### src/rtl/eth_pkg.sv
// Shared Ethernet receive constants: CRC-32 parameters, MII preamble/SFD nibbles
// and the receive FSM state encoding.
package eth_pkg;

    function automatic logic [31:0] reflect32(input logic [31:0] v);
        logic [31:0] r;
        for (int i = 0; i < 32; i++) begin
            r[i] = v[31-i];
        end
        return r;
    endfunction

    localparam logic [31:0] CRC_POLY      = 32'h04C11DB7;
    localparam logic [31:0] CRC_POLY_REFL = reflect32(CRC_POLY);
    localparam logic [31:0] CRC_INIT      = 32'hFFFF_FFFF;
    localparam logic [31:0] CRC_RESIDUE   = 32'hDEBB_20E3;

    localparam logic [3:0] PREAMBLE_NIB = 4'h5;
    localparam logic [3:0] SFD_NIB      = 4'hD;

    typedef enum logic [2:0] {
        WAIT_IDLE,
        IDLE,
        PREAMBLE,
        DATA,
        DROP
    } rx_state_e;

endpackage

### src/rtl/eth_crc32_d8.sv
// Combinational byte-wide step of the reflected CRC-32 (LSB of data first).
module eth_crc32_d8
    import eth_pkg::*;
(
    input  logic [31:0] crc_in,
    input  logic [7:0]  data,
    output logic [31:0] crc_out
);

    logic [31:0] crc_v;

    always_comb begin
        crc_v = crc_in;
        for (int i = 0; i < 8; i++) begin
            if (crc_v[0] ^ data[i]) begin
                crc_v = (crc_v >> 1) ^ CRC_POLY_REFL;
            end else begin
                crc_v = crc_v >> 1;
            end
        end
        crc_out = crc_v;
    end

endmodule

### src/rtl/mac_rx_mii.sv
// MII receive MAC: strips preamble/SFD, pairs nibbles into bytes and delivers them
// one byte late so the final byte can carry last/err/crc_ok status.
module mac_rx_mii
    import eth_pkg::*;
#(
    parameter int MAX_LEN = 1536
) (
    input  logic        clk,
    input  logic        reset,
    input  logic        mii_rx_dv,
    input  logic        mii_rx_er,
    input  logic [3:0]  mii_rxd,
    output logic        rx_vld,
    output logic        rx_last,
    output logic        rx_err,
    output logic        rx_crc_ok,
    output logic        rx_busy,
    output logic [10:0] rx_addr,
    output logic [7:0]  rx_data,
    output rx_state_e   dbg_state
);

    localparam int CNT_W = $clog2(MAX_LEN + 2);

    rx_state_e        state_q, state_d;
    logic [3:0]       nib_q, nib_d;
    logic             half_q, half_d;
    logic [7:0]       pend_q, pend_d;
    logic             pend_vld_q, pend_vld_d;
    logic [CNT_W-1:0] cnt_q, cnt_d;
    logic [31:0]      crc_q, crc_d;
    logic             err_q, err_d;

    logic             vld_q, vld_d;
    logic             last_q, last_d;
    logic             rerr_q, rerr_d;
    logic             ok_q, ok_d;
    logic             busy_q, busy_d;
    logic [10:0]      addr_q, addr_d;
    logic [7:0]       data_q, data_d;

    logic [31:0]      crc_next;
    logic [CNT_W-1:0] pend_idx;

    // CRC advances only when the pending byte is actually delivered.
    eth_crc32_d8 u_crc (
        .crc_in  (crc_q),
        .data    (pend_q),
        .crc_out (crc_next)
    );

    assign pend_idx = cnt_q - CNT_W'(1);

    always_comb begin
        state_d    = state_q;
        nib_d      = nib_q;
        half_d     = half_q;
        pend_d     = pend_q;
        pend_vld_d = pend_vld_q;
        cnt_d      = cnt_q;
        crc_d      = crc_q;
        err_d      = err_q;
        vld_d      = 1'b0;
        last_d     = 1'b0;
        rerr_d     = 1'b0;
        ok_d       = 1'b0;
        addr_d     = addr_q;
        data_d     = data_q;
        busy_d     = (state_q == DATA);

        case (state_q)
            WAIT_IDLE: begin
                if (!mii_rx_dv) state_d = IDLE;
            end
            IDLE: begin
                if (mii_rx_dv) state_d = (mii_rxd == PREAMBLE_NIB) ? PREAMBLE : DROP;
            end
            PREAMBLE: begin
                if (!mii_rx_dv) begin
                    state_d = IDLE;
                end else if (mii_rxd == SFD_NIB) begin
                    state_d    = DATA;
                    half_d     = 1'b0;
                    pend_vld_d = 1'b0;
                    cnt_d      = '0;
                    crc_d      = CRC_INIT;
                    err_d      = 1'b0;
                    busy_d     = 1'b1;
                end else if (mii_rxd != PREAMBLE_NIB) begin
                    state_d = DROP;
                end
            end
            DATA: begin
                if (!mii_rx_dv) begin
                    // End of frame: flush pending as the last byte; a dangling nibble is an error.
                    state_d    = IDLE;
                    half_d     = 1'b0;
                    pend_vld_d = 1'b0;
                    if (pend_vld_q) begin
                        vld_d  = 1'b1;
                        last_d = 1'b1;
                        rerr_d = err_q | half_q;
                        ok_d   = (crc_next == CRC_RESIDUE);
                        data_d = pend_q;
                        addr_d = 11'(pend_idx);
                        crc_d  = crc_next;
                    end
                end else begin
                    if (mii_rx_er) err_d = 1'b1;
                    if (!half_q) begin
                        nib_d  = mii_rxd;
                        half_d = 1'b1;
                    end else begin
                        half_d = 1'b0;
                        if (pend_vld_q) begin
                            vld_d  = 1'b1;
                            data_d = pend_q;
                            addr_d = 11'(pend_idx);
                            crc_d  = crc_next;
                        end
                        if (cnt_q == CNT_W'(MAX_LEN)) begin
                            state_d    = DROP;
                            pend_vld_d = 1'b0;
                            last_d     = pend_vld_q;
                            rerr_d     = pend_vld_q;
                            ok_d       = pend_vld_q && (crc_next == CRC_RESIDUE);
                        end else begin
                            pend_d     = {mii_rxd, nib_q};
                            pend_vld_d = 1'b1;
                            cnt_d      = cnt_q + CNT_W'(1);
                        end
                    end
                end
            end
            DROP: begin
                if (!mii_rx_dv) state_d = IDLE;
            end
            default: state_d = WAIT_IDLE;
        endcase
    end

    always_ff @(posedge clk) begin
        if (reset) begin
            state_q    <= WAIT_IDLE;
            nib_q      <= '0;
            half_q     <= 1'b0;
            pend_q     <= '0;
            pend_vld_q <= 1'b0;
            cnt_q      <= '0;
            crc_q      <= CRC_INIT;
            err_q      <= 1'b0;
            vld_q      <= 1'b0;
            last_q     <= 1'b0;
            rerr_q     <= 1'b0;
            ok_q       <= 1'b0;
            busy_q     <= 1'b0;
            addr_q     <= '0;
            data_q     <= '0;
        end else begin
            state_q    <= state_d;
            nib_q      <= nib_d;
            half_q     <= half_d;
            pend_q     <= pend_d;
            pend_vld_q <= pend_vld_d;
            cnt_q      <= cnt_d;
            crc_q      <= crc_d;
            err_q      <= err_d;
            vld_q      <= vld_d;
            last_q     <= last_d;
            rerr_q     <= rerr_d;
            ok_q       <= ok_d;
            busy_q     <= busy_d;
            addr_q     <= addr_d;
            data_q     <= data_d;
        end
    end

    assign rx_vld    = vld_q;
    assign rx_last   = last_q;
    assign rx_err    = rerr_q;
    assign rx_crc_ok = ok_q;
    assign rx_busy   = busy_q;
    assign rx_addr   = addr_q;
    assign rx_data   = data_q;
    assign dbg_state = state_q;

endmodule

### config.mk
export PLATFORM = sky130hd
export DESIGN_NAME = mac_rx_mii
export DESIGN_NICKNAME = d
export VERILOG_FILES = /design/src/rtl/eth_pkg.sv /design/src/rtl/eth_crc32_d8.sv /design/src/rtl/mac_rx_mii.sv
export SDC_FILE = /design/constraint.sdc
export NUM_CORES = 1
export LEC_CHECK = 0
export CORE_MARGIN = 2
export CORE_UTILIZATION = 55
export DETAILED_ROUTE_END_ITERATION = 16
export DONT_BUFFER_PORTS = 1
export GPL_TIMING_DRIVEN = 0
export PLACE_DENSITY = 0.77
export SYNTH_ARGS = -nofsm -noshare
export SYNTH_HDL_FRONTEND = slang
export SYNTH_SLANG_ARGS = --single-unit
### constraint.sdc
create_clock -name clk -period 2.6 [get_ports clk]
set_input_delay 0.65 -clock clk [delete_from_list [all_inputs] [get_ports clk]]
set_output_delay 0.65 -clock clk [all_outputs]
set_load 0.05 [all_outputs]
==> impl_metrics.toml <==
[detailed_routing]
vias = 3742
drt-total-wl_mm = 11.00
antenna_left = 0
drt-wirelength-per-cell_um = 17.21
first_pass_iters = 5
drc = 0
viasPerCell = 5.856
drt_iter0_drc = 202

[cts]
cts_tree = "yes"
cts_root_buf = "clkbuf_8"
cts.sinks = 85
post_cts_buffers = 0
clock_path_buffers = 2
clk_pin_slew_ns = 0.10
insertion_delay_ns = 0.38
cts_max_level = 3
cts_buffers = 9

[critical_path]
max_stage_delay_ns = 0.47
cp.arrival_ns = 2.72
crit_type = "register to register"
required_ns = 2.90
slowest_stage = "xnor2_4"
cp_num_buf_inv = 0
crit_fanout = 10
crit_path_end_kind = "register"
cpLargestDelayFamily = "XOR/XNOR gates"
worstPathCellList = "xnor2_4, xor2_2, xnor3_1, nor4bb_1, o2111ai_1, nor4_2"
startpoint_type = "register"

[die]
die_width_um = 94.50
die_area_mm2 = 0.008929
design.core.area_mm2 = 0.008093
start_util_pct = 55.66
row_count = 33
dieHeight_um = 94.50
pin_count = 35

[synthesis]
synth_ff_type = "dfxtp_1"
ys_ff_latch = 85
async_reset_ff_share_pct = 0
syn_area_per_cell_um2 = 8.679
yosysWarnings = 0
synth.yosys.seq_area_share_pct = 37.78
postSynthCellCount = 519
synth_edf_count = 0
synth.distinct_cells = 58
syn_nets = 531
netlist_area_mm2 = 0.004504

[worst_hold_path]
min_path_type = "input pin to register"

[power]
p_per_area_mw_per_mm2 = 531.4
power_mw = 2.597
ir_drop_uv = 372.4
cellLeakagePower_nw = 1.779

[sta]
relSlewSlack_pct = 57.34
post-route-period-util_pct = 93.02
fmax_mhz = 413.5
grt_setup_unrepaired = "no"
final-setup-viol-count = 0
final-hold-violation-count = 0
drv_slew = 0
worst_pin_slew_ns = 0.6340
skew_ns = 0.02087
period_minus_slack_ns = 2.418

[cells_and_area]
layout-drive-gt1-share_pct = 9.551
diodes = 0
fin_util_pct = 60.39
fillers = 706
area_growth_pct = 8.500
num-nets-final = 541

[global_route]
grt_pass1_wl_mm = 17.78
antenna_found_initial = 0
overflow = 0
grt_use_total_pct = 25.77
grt_max_degree = 17
grt_pass1_vias = 3691

[outcome]
status = "finished, final reports clean"

[place]
place_congestion = 0.9175
portBuffers = 0
dp.final_hpwl_mm = 7.885

[job]
maxCapViolCount = 0
[where the power goes]
group	switching, mW	internal [mW]
sequential	0.0728	1.32
clock	0.547	0.458
combinational	0.126	0.0730
total	0.746	1.85
[cells by family (layout without fill, tap and decap cells)]
group           Yosys count  in the layout  synth area share [%]
xor+xnor                 91             91                 21.86
flops                    85             85                 37.78
compound gates          103            103                 13.72
buf+inv                  40             55                 3.528
simple gates            187            187                 20.00
fa+ha+maj                 4              4                 1.111
mux                       9              9                 2.000
[synth_stat cells, types with 3 or more instances]
cell      count  area share, %
nor3b_1       3           0.50
nand2_1      39            3.2
nor4_1        4           0.56
buf_2         7           0.78
nor2_1       70            5.8
xor2_1       28            5.4
ha_1          4            1.1
or2_1         4           0.56
nor2b_1       6           0.83
a31oi_1       4           0.56
xnor2_4       3            1.8
xnor2_1      47            9.1
a21oi_1      49            5.4
clkbuf_1     23            1.9
or3_1         3           0.42
nand2b_1     10            1.4
nand4_1       8            1.1
dfxtp_1      85             38
inv_1         8           0.67
a211oi_1     12            2.0
nor3_1        8           0.89
and3_1        5           0.69
mux2i_1       9            2.0
xnor3_1       3            1.5
nand3_1      14            1.6
nand3b_1      3           0.50
o21ai_0      18            2.0
xnor2_2       7            2.5
[area by class of cell]
| cell class | instances | area (um^2) | area share (%) |
|---|---|---|---|
| plain buffers | 29 | 122.6 | 2.509 |
| clock buffers | 9 | 123.9 | 2.535 |
| clock inverters | 7 | 80.08 | 1.639 |
| inverters | 10 | 37.54 | 0.7680 |
| multi-input cells | 394 | 2688 | 54.99 |
| flip-flops and latches | 85 | 1704 | 34.87 |
| well taps | 105 | 131.4 | 2.688 |
[cell usage in the layout, fill, tap and decap left out, types with 3 or more instances in the layout]
master / instances
dfxtp_1: 83
nor2_1: 68
a21oi_1: 49
xnor2_1: 46
nand2_1: 39
xor2_1: 28
clkbuf_1: 18
o21ai_0: 18
nand3_1: 14
a211oi_1: 11
nand2b_1: 10
mux2i_1: 9
clkbuf_8: 9
inv_1: 8
nand4_1: 8
nor3_1: 8
xnor2_2: 7
buf_2: 7
nor2b_1: 6
and3_1: 5
xnor2_4: 4
clkbuf_2: 4
a31oi_1: 4
nor4_1: 4
or2_1: 4
ha_1: 4
xnor3_1: 3
or3_1: 3
nand3b_1: 3
[metal layers]
layer / track usage, % / routed length, um / vias up
li1: - / - / 1797
met1: 32.77 / 4761 / 1799
met4: 12.56 / 277 / 0
met2: 41.73 / 5156 / 121
met3: 5.347 / 799 / 25
met5: 0 / 0 / -
[worst reg2reg max path: cells and delay by family, from the launching register on]
kind / cells / cell delay (ns)
xor+xnor: 3 / 1.18
compound gates: 1 / 0.21
flops: 1 / 0.39
simple gates: 2 / 0.55
[path summary, 6_finish.rpt]
path	startpoint	to	slack, ns	depth (start not counted)
max	pend_q[5]	rx_crc_ok	0.18	6
min	reset	rx_last	0.38	1
max reg2reg	pend_q[5]	rx_crc_ok	0.18	6
min reg2reg	nib_q[3]	pend_q[3]	0.46	2
[timing repair]
item,4_1_cts,5_1_grt
hold buffers,0,0
hold endpoints to repair,0,0
gates resized for setup,8,8
setup endpoints to repair,41,41
[registers in the layout, summed over array words and instances (netlist names), 3 cells and up]
signal     flops
nib_q          4
rx_data        8
dbg_state      3
rx_addr       11
cnt_q         11
crc_q         32
pend_q         8
[stage by stage]
stage          TNS (ns)  hold WS, ns  cells  worst slack [ns]  instance area (um^2)
2_1_floorplan         0       0.4282    519            0.3131                  4504
3_3_place_gp     -10.82       0.4391    624           -0.4766                  4636
3_5_place_dp     -13.58       0.4471    624           -0.5592                  4636
4_1_cts               0       0.3796    640           0.01922                  4860
5_1_grt               0       0.3734    639           0.04669                  4887
6_report              0       0.3840    639            0.1816                  4887
No activity file was read; power rests on OpenSTA's default activity.
